### src/rtl/seven_seg_scan_capture_if.sv
// Multiplexed seven-segment display bus: active-low segment pattern plus active-low anode enables.
interface seven_seg_scan_capture_if;
   logic [6:0] seg;
   logic [5:0] an;

   modport master (output seg, output an);
   modport slave  (input  seg, input  an);
endinterface

### src/rtl/seven_seg_scan_capture.sv
// Loopback monitor that rebuilds a six-digit frame from a multiplexed active-low
// seven-segment bus, flagging illegal patterns, anode conflicts and a stalled scan.
module seven_seg_scan_capture #(
   parameter int unsigned SETTLE_CYCLES = 4,
   parameter int unsigned TIMEOUT       = 1_500_000
) (
   input  logic                    clk,
   input  logic                    rst_n,
   seven_seg_scan_capture_if.slave bus,
   output logic [3:0]              sec_ones,
   output logic [3:0]              sec_tens,
   output logic [3:0]              min_ones,
   output logic [3:0]              min_tens,
   output logic [3:0]              hrs_ones,
   output logic [3:0]              hrs_tens,
   output logic [5:0]              digit_ok,
   output logic                    frame_done,
   output logic                    seg_err,
   output logic                    an_err,
   output logic                    stale
);
   localparam int unsigned SEG_W = 7;
   localparam int unsigned AN_W  = 6;
   localparam int unsigned DIG_W = 4;
   localparam int unsigned SW    = $clog2(SETTLE_CYCLES + 1);
   localparam int unsigned TW    = $clog2(TIMEOUT + 1);

   logic [AN_W-1:0]            an_s1, an_s2, an_p;
   logic [SEG_W-1:0]           seg_s1, seg_s2, seg_p;
   logic [SW-1:0]              settle_cnt;
   logic                       captured;
   logic [TW-1:0]              tmo_cnt;
   logic [AN_W-1:0]            seen;
   logic [AN_W-1:0][DIG_W-1:0] cap;
   logic [AN_W-1:0]            cap_ok;

   logic                       stable, one_hot, multi, settle_hit, do_cap, tmo_hit, frame_fire;
   logic [AN_W-1:0]            an_low, seen_next;
   logic [DIG_W-1:0]           dec_val;
   logic                       dec_legal;

   // Segment pattern back to a hex value; anything off-table decodes as F/illegal.
   always_comb begin
      dec_val   = 4'hF;
      dec_legal = 1'b1;
      case (seg_s2)
         7'b1000000: dec_val = 4'h0;
         7'b1111001: dec_val = 4'h1;
         7'b0100100: dec_val = 4'h2;
         7'b0110000: dec_val = 4'h3;
         7'b0011001: dec_val = 4'h4;
         7'b0010010: dec_val = 4'h5;
         7'b0000010: dec_val = 4'h6;
         7'b1111000: dec_val = 4'h7;
         7'b0000000: dec_val = 4'h8;
         7'b0011000: dec_val = 4'h9;
         7'b0001000: dec_val = 4'hA;
         7'b0000011: dec_val = 4'hB;
         7'b1000110: dec_val = 4'hC;
         7'b0100001: dec_val = 4'hD;
         7'b0000110: dec_val = 4'hE;
         7'b0001110: dec_val = 4'hF;
         default: begin
            dec_val   = 4'hF;
            dec_legal = 1'b0;
         end
      endcase
   end

   // Dwell qualification, capture/timeout arbitration and next seen mask.
   always_comb begin
      stable     = ({an_s2, seg_s2} == {an_p, seg_p});
      an_low     = ~an_s2;
      one_hot    = (an_low != '0) && ((an_low & (an_low - AN_W'(1))) == '0);
      multi      = (an_low != '0) && !one_hot;
      settle_hit = stable && !captured && (settle_cnt == SW'(SETTLE_CYCLES - 1));
      do_cap     = settle_hit && one_hot;
      tmo_hit    = !do_cap && (tmo_cnt == TW'(TIMEOUT - 1));
      frame_fire = (seen == '1);
      seen_next  = (frame_fire || tmo_hit) ? '0 : seen;
      if (do_cap) begin
         seen_next = seen_next | an_low;
      end
   end

   always_ff @(posedge clk) begin
      if (!rst_n) begin
         an_s1      <= '1;
         an_s2      <= '1;
         an_p       <= '1;
         seg_s1     <= '1;
         seg_s2     <= '1;
         seg_p      <= '1;
         settle_cnt <= '0;
         captured   <= 1'b0;
         tmo_cnt    <= '0;
         seen       <= '0;
         cap        <= '0;
         cap_ok     <= '0;
         sec_ones   <= '0;
         sec_tens   <= '0;
         min_ones   <= '0;
         min_tens   <= '0;
         hrs_ones   <= '0;
         hrs_tens   <= '0;
         digit_ok   <= '0;
         frame_done <= 1'b0;
         seg_err    <= 1'b0;
         an_err     <= 1'b0;
         stale      <= 1'b1;
      end else begin
         an_s1  <= bus.an;
         an_s2  <= an_s1;
         an_p   <= an_s2;
         seg_s1 <= bus.seg;
         seg_s2 <= seg_s1;
         seg_p  <= seg_s2;

         if (!stable) begin
            settle_cnt <= '0;
            captured   <= 1'b0;
         end else begin
            if (settle_cnt != SW'(SETTLE_CYCLES)) begin
               settle_cnt <= settle_cnt + SW'(1);
            end
            if (settle_hit) begin
               captured <= 1'b1;
            end
         end

         seen       <= seen_next;
         seg_err    <= do_cap && !dec_legal;
         an_err     <= settle_hit && multi;
         frame_done <= frame_fire;

         for (int i = 0; i < int'(AN_W); i++) begin
            if (do_cap && an_low[i]) begin
               cap[i]    <= dec_val;
               cap_ok[i] <= dec_legal;
            end
         end

         // A capture always restarts the stall timer, even on the limit cycle.
         if (do_cap) begin
            tmo_cnt <= '0;
         end else if (tmo_cnt != TW'(TIMEOUT)) begin
            tmo_cnt <= tmo_cnt + TW'(1);
         end

         if (frame_fire) begin
            sec_ones <= cap[0];
            sec_tens <= cap[1];
            min_ones <= cap[2];
            min_tens <= cap[3];
            hrs_ones <= cap[4];
            hrs_tens <= cap[5];
            digit_ok <= cap_ok;
         end

         if (tmo_hit) begin
            stale <= 1'b1;
         end else if (frame_fire) begin
            stale <= 1'b0;
         end
      end
   end
endmodule
### src/flat_wrapper.sv
// flat-port wrapper written by rule: the top's interface ports become plain ports
module seven_seg_scan_capture_flat 
#(
   parameter int unsigned SETTLE_CYCLES = 4,
   parameter int unsigned TIMEOUT       = 1_500_000
)
  (clk, rst_n, sec_ones, sec_tens, min_ones, min_tens, hrs_ones, hrs_tens, digit_ok, frame_done, seg_err, an_err, stale, bus_seg, bus_an);
  seven_seg_scan_capture_if bus_i ();
  input  logic clk;
  input  logic rst_n;
  output logic [3:0] sec_ones;
  output logic [3:0] sec_tens;
  output logic [3:0] min_ones;
  output logic [3:0] min_tens;
  output logic [3:0] hrs_ones;
  output logic [3:0] hrs_tens;
  output logic [5:0] digit_ok;
  output logic frame_done;
  output logic seg_err;
  output logic an_err;
  output logic stale;
  input wire logic [$bits(bus_i.seg)-1:0] bus_seg;
  input wire logic [$bits(bus_i.an)-1:0] bus_an;
  assign bus_i.seg = bus_seg;
  assign bus_i.an = bus_an;
  seven_seg_scan_capture #(.SETTLE_CYCLES(SETTLE_CYCLES), .TIMEOUT(TIMEOUT)) u_core (.clk(clk), .rst_n(rst_n), .bus(bus_i), .sec_ones(sec_ones), .sec_tens(sec_tens), .min_ones(min_ones), .min_tens(min_tens), .hrs_ones(hrs_ones), .hrs_tens(hrs_tens), .digit_ok(digit_ok), .frame_done(frame_done), .seg_err(seg_err), .an_err(an_err), .stale(stale));
endmodule
### config.mk
export PLATFORM = sky130hd
export DESIGN_NAME = seven_seg_scan_capture_flat
export DESIGN_NICKNAME = d
export VERILOG_FILES = /design/src/rtl/seven_seg_scan_capture_if.sv /design/src/rtl/seven_seg_scan_capture.sv /design/src/flat_wrapper.sv
export SDC_FILE = /design/constraint.sdc
export NUM_CORES = 1
export LEC_CHECK = 0
export CAP_MARGIN = 20
export CORE_AREA = 2 2 141 116
export DETAILED_ROUTE_END_ITERATION = 8
export DIE_AREA = 0 0 143 118
export GPL_ROUTABILITY_DRIVEN = 0
export HOLD_SLACK_MARGIN = 0.1
export PLACE_DENSITY = 0.5
export SETUP_SLACK_MARGIN = 0.05
export SLEW_MARGIN = 15
export SYNTH_ARGS = -nofsm -noshare
export SYNTH_HDL_FRONTEND = slang
export SYNTH_SLANG_ARGS = --single-unit
### constraint.sdc
create_clock -name clk -period 5.8 [get_ports clk]
set_clock_uncertainty 0.2 [all_clocks]
set_input_delay 0.87 -clock clk [delete_from_list [all_inputs] [get_ports clk]]
set_output_delay 0.87 -clock clk [all_outputs]
set_load 0.02 [all_outputs]
==> impl_metrics.py <==
metrics = {
    "outcome": {
        "status": "finished clean",
    },
    "critical_path": {
        "criticalPathCategory": "in2reg",
        "crit_arrival_ns": 3.23,
        "end_kind": "flop",
        "critical_path_required_ns": 5.92,
        "crit_path_start_kind": "input port",
        "r2r_slack_ns": 3.05,
        "worst-path-max-fanout": 46,
    },
    "global_route": {
        "antenna_found_initial": 0,
        "grt_pass1_vias": 3641,
        "grt-ovfl-total": 0,
        "grt_pass1_wl_um": 17800,
        "grt_max_degree": 47,
        "grt_usage_pct": 13.4,
    },
    "route": {
        "postRouteAntennaNets": 0,
        "dr.pass1.iters": 5,
        "drc": 0,
        "num_vias": 3820,
        "post_drt_wl_per_cell_um": 12.4,
        "drt_iter0_markers": 188,
        "drt_wl_total_um": 10400,
        "vias_per_cell": 4.56,
    },
    "sta": {
        "tightest_slew_ns": 0.959,
        "rsz0062_at_grt": "no",
        "fin_crit_sh_pct": 53.6,
        "finalCriticalPeriod_ns": 3.11,
        "tns_ns": 0,
        "fmax_ghz": 0.322,
        "maxSlewViolCount": 0,
        "setup-violations-final": 0,
        "relSlewSlack_pct": 35.7,
        "hold_violations": 0,
    },
    "yosys": {
        "synth_area_per_cell_um2": 9.27,
        "synth_top_area_share_pct": 50.6,
        "yosysMostFrequentCell": "dfxtp_1",
        "ys_warn_count": 0,
        "syn-instance-count": 572,
        "synth_top_area_cell": "dfxtp_1",
        "async_flop_share_pct": 0,
        "yosysUniqueCellTypes": 55,
        "synth.ff_latch_count": 134,
        "synth_edf_count": 0,
        "synthesis.nets": 592,
        "synth-seq-area-share_pct": 50.6,
        "synthTopCellsByArea": "dfxtp_1 (51%), nand2_1 (5.8%), nor2_1 (5.2%), nand2b_1 (5.0%), xor2_1 (4.0%)",
        "synth-main-ff-cell": "dfxtp_1",
        "ys_top_cells_by_count": "dfxtp_1 (134), nand2_1 (82), nor2_1 (73)",
        "synth_area_um2": 5300,
    },
    "layout": {
        "fin_nets": 630,
        "syn_to_final_growth_pct": 22.7,
        "multi_input_area_um2": 2430,
        "drive_gt1_share_pct": 8.99,
        "fin_cells": 838,
        "diodes": 0,
        "n_fill_cell": 1495,
        "seqCellArea_um2": 2680,
    },
    "clocking": {
        "cts-buffers-inserted": 17,
        "post_cts_buffers": 0,
        "cts_tree": "done",
        "htree_levels": 4,
        "postCtsHoldBufs": 0,
        "cts_buffer_depth": 2,
        "clk_pin_slew_ns": 0.06,
        "clock_sinks": 134,
        "clk_latency_ns": 0.42,
        "cts_resized": 0,
        "cts_root_buf": "clkbuf_16",
    },
    "run": {
        "drv_cap": 0,
    },
    "floorplan": {
        "row_count": 41,
        "die_h_um": 118,
        "core-area_um2": 15400,
        "io-pin-count": 49,
        "fp.dieArea_um2": 16900,
        "die_x_um": 143,
        "start_util_pct": 34.3,
    },
    "power_and_ir_drop": {
        "finalPower_w": 0.00204,
        "peakVddDrop_mv": 0.181,
        "p_leak_nw": 2.15,
        "power_density_nw_per_um2": 314,
    },
    "place": {
        "place_inst": 806,
        "dp_hpwl_um": 6940,
        "portBuffers": 48,
    },
    "worst_hold_path": {
        "hold_class": "reg2reg",
    },
}
[per-stage QoR]
| stage | cell area, um2 | util [%] | worst slack, ns | hold slack, ns |
|---|---|---|---|---|
| finish | 6510 | 42.2 | 2.69 | 0.204 |
| global route | 6510 | 42.2 | 2.48 | 0.219 |
| floorplan | 5300 | - | 3.54 | 0.186 |
| global placement | 5930 | 38.4 | 2.35 | 0.190 |
| CTS | 6510 | 42.2 | 2.68 | 0.206 |
| detailed placement | 5930 | 38.4 | 2.26 | 0.191 |
[critical path, stage by stage]
cell and delay (ns):
clkdlybuf4s50_1 0.45, buf_4 0.42, clkinv_1 0.71, buf_4 0.51, a211oi_1 0.24
[area by class of cell]
| class | count | share of cell area (%) |
|---|---|---|
| Clock buffer | 17 | 6.54 |
| Clock inverter | 15 | 2.31 |
| Inverter | 10 | 0.577 |
| Multi-Input combinational cell | 395 | 37.4 |
| Sequential cell | 134 | 41.2 |
| Tap cell | 215 | 4.13 |
| Timing Repair Buffer | 52 | 7.84 |
[worst paths after layout]
path                                   endpoint  cells after the start             start
worst max-delay path              u_core.cap[6]                      5             rst_n
worst min-delay path            u_core.an_s2[0]                      1   u_core.an_s1[0]
worst max register to register   u_core.cap[15]                      6  u_core.seg_s2[4]
worst min register to register  u_core.an_s2[0]                      1   u_core.an_s1[0]
[state kept, by name, indices dropped and copies added (netlist names)]
register	cells
u_core.settle_cnt	3
u_core.an_p	6
u_core.captured	1
u_core.seg_err	1
u_core.min_ones	4
u_core.hrs_tens	4
u_core.seg_s2	7
u_core.hrs_ones	4
u_core.stale	1
u_core.sec_ones	4
u_core.sec_tens	4
u_core.cap_ok	6
u_core.an_err	1
u_core.frame_done	1
u_core.an_s2	6
u_core.tmo_cnt	21
u_core.cap	24
u_core.seg_s1	7
u_core.digit_ok	6
u_core.seen	6
u_core.min_tens	4
u_core.an_s1	6
u_core.seg_p	7
[layout by cell type, fill, tap and decap left out, drive strengths merged, types with 2 or more instances in the layout]
master | netlist | routed
ha | 5 | 5
clkdlybuf4s50 | 0 | 48
mux2i | 7 | 7
nand3 | 10 | 10
a211oi | 26 | 26
clkinvlp | 0 | 3
buf | 10 | 4
nand2 | 82 | 82
nand4b | 2 | 2
nor4 | 9 | 9
nor2 | 73 | 73
dfxtp | 134 | 134
xor2 | 24 | 24
clkinv | 0 | 8
or3 | 3 | 3
or4 | 3 | 3
and4 | 2 | 2
clkbuf | 23 | 17
a21oi | 41 | 41
o2111ai | 2 | 2
xnor2 | 12 | 12
inv | 10 | 13
and3 | 6 | 6
nand2b | 43 | 43
o21ai | 4 | 4
nand4 | 7 | 7
and4b | 2 | 2
nor3 | 11 | 11
[report_power, final]
part / internal [W] / leakage [nW] / switching [W]
clock: 0.000599 / 0.274 / 0.000424
combinational: 0.0000318 / 0.785 / 0.0000381
sequential: 0.000933 / 1.09 / 0.0000155
total: 0.00156 / 2.15 / 0.000478
[logic make-up after synthesis]
| kind of cell | count (synthesis) | share of synthesized area (%) |
|---|---|---|
| multiplexers | 7 | 1.32 |
| flip-flops | 134 | 50.6 |
| AND/OR/NAND/NOR | 261 | 26.5 |
| XOR/XNOR | 36 | 5.95 |
| buffers and inverters | 43 | 3.61 |
| AO/OA/AOI/OAI | 85 | 10.6 |
| adder cells (fa/ha/maj) | 6 | 1.39 |
[layer usage]
layer | up-vias | part of all wire [%] | track usage [%]
li1 | 2020 | - | -
met1 | 1744 | 51 | 18.1
met2 | 48 | 45 | 19.7
met3 | 8 | 3.2 | 4.52
met4 | 0 | 1.2 | 5.01
met5 | - | 0 | 0
Power figures use the tool's default switching activity.
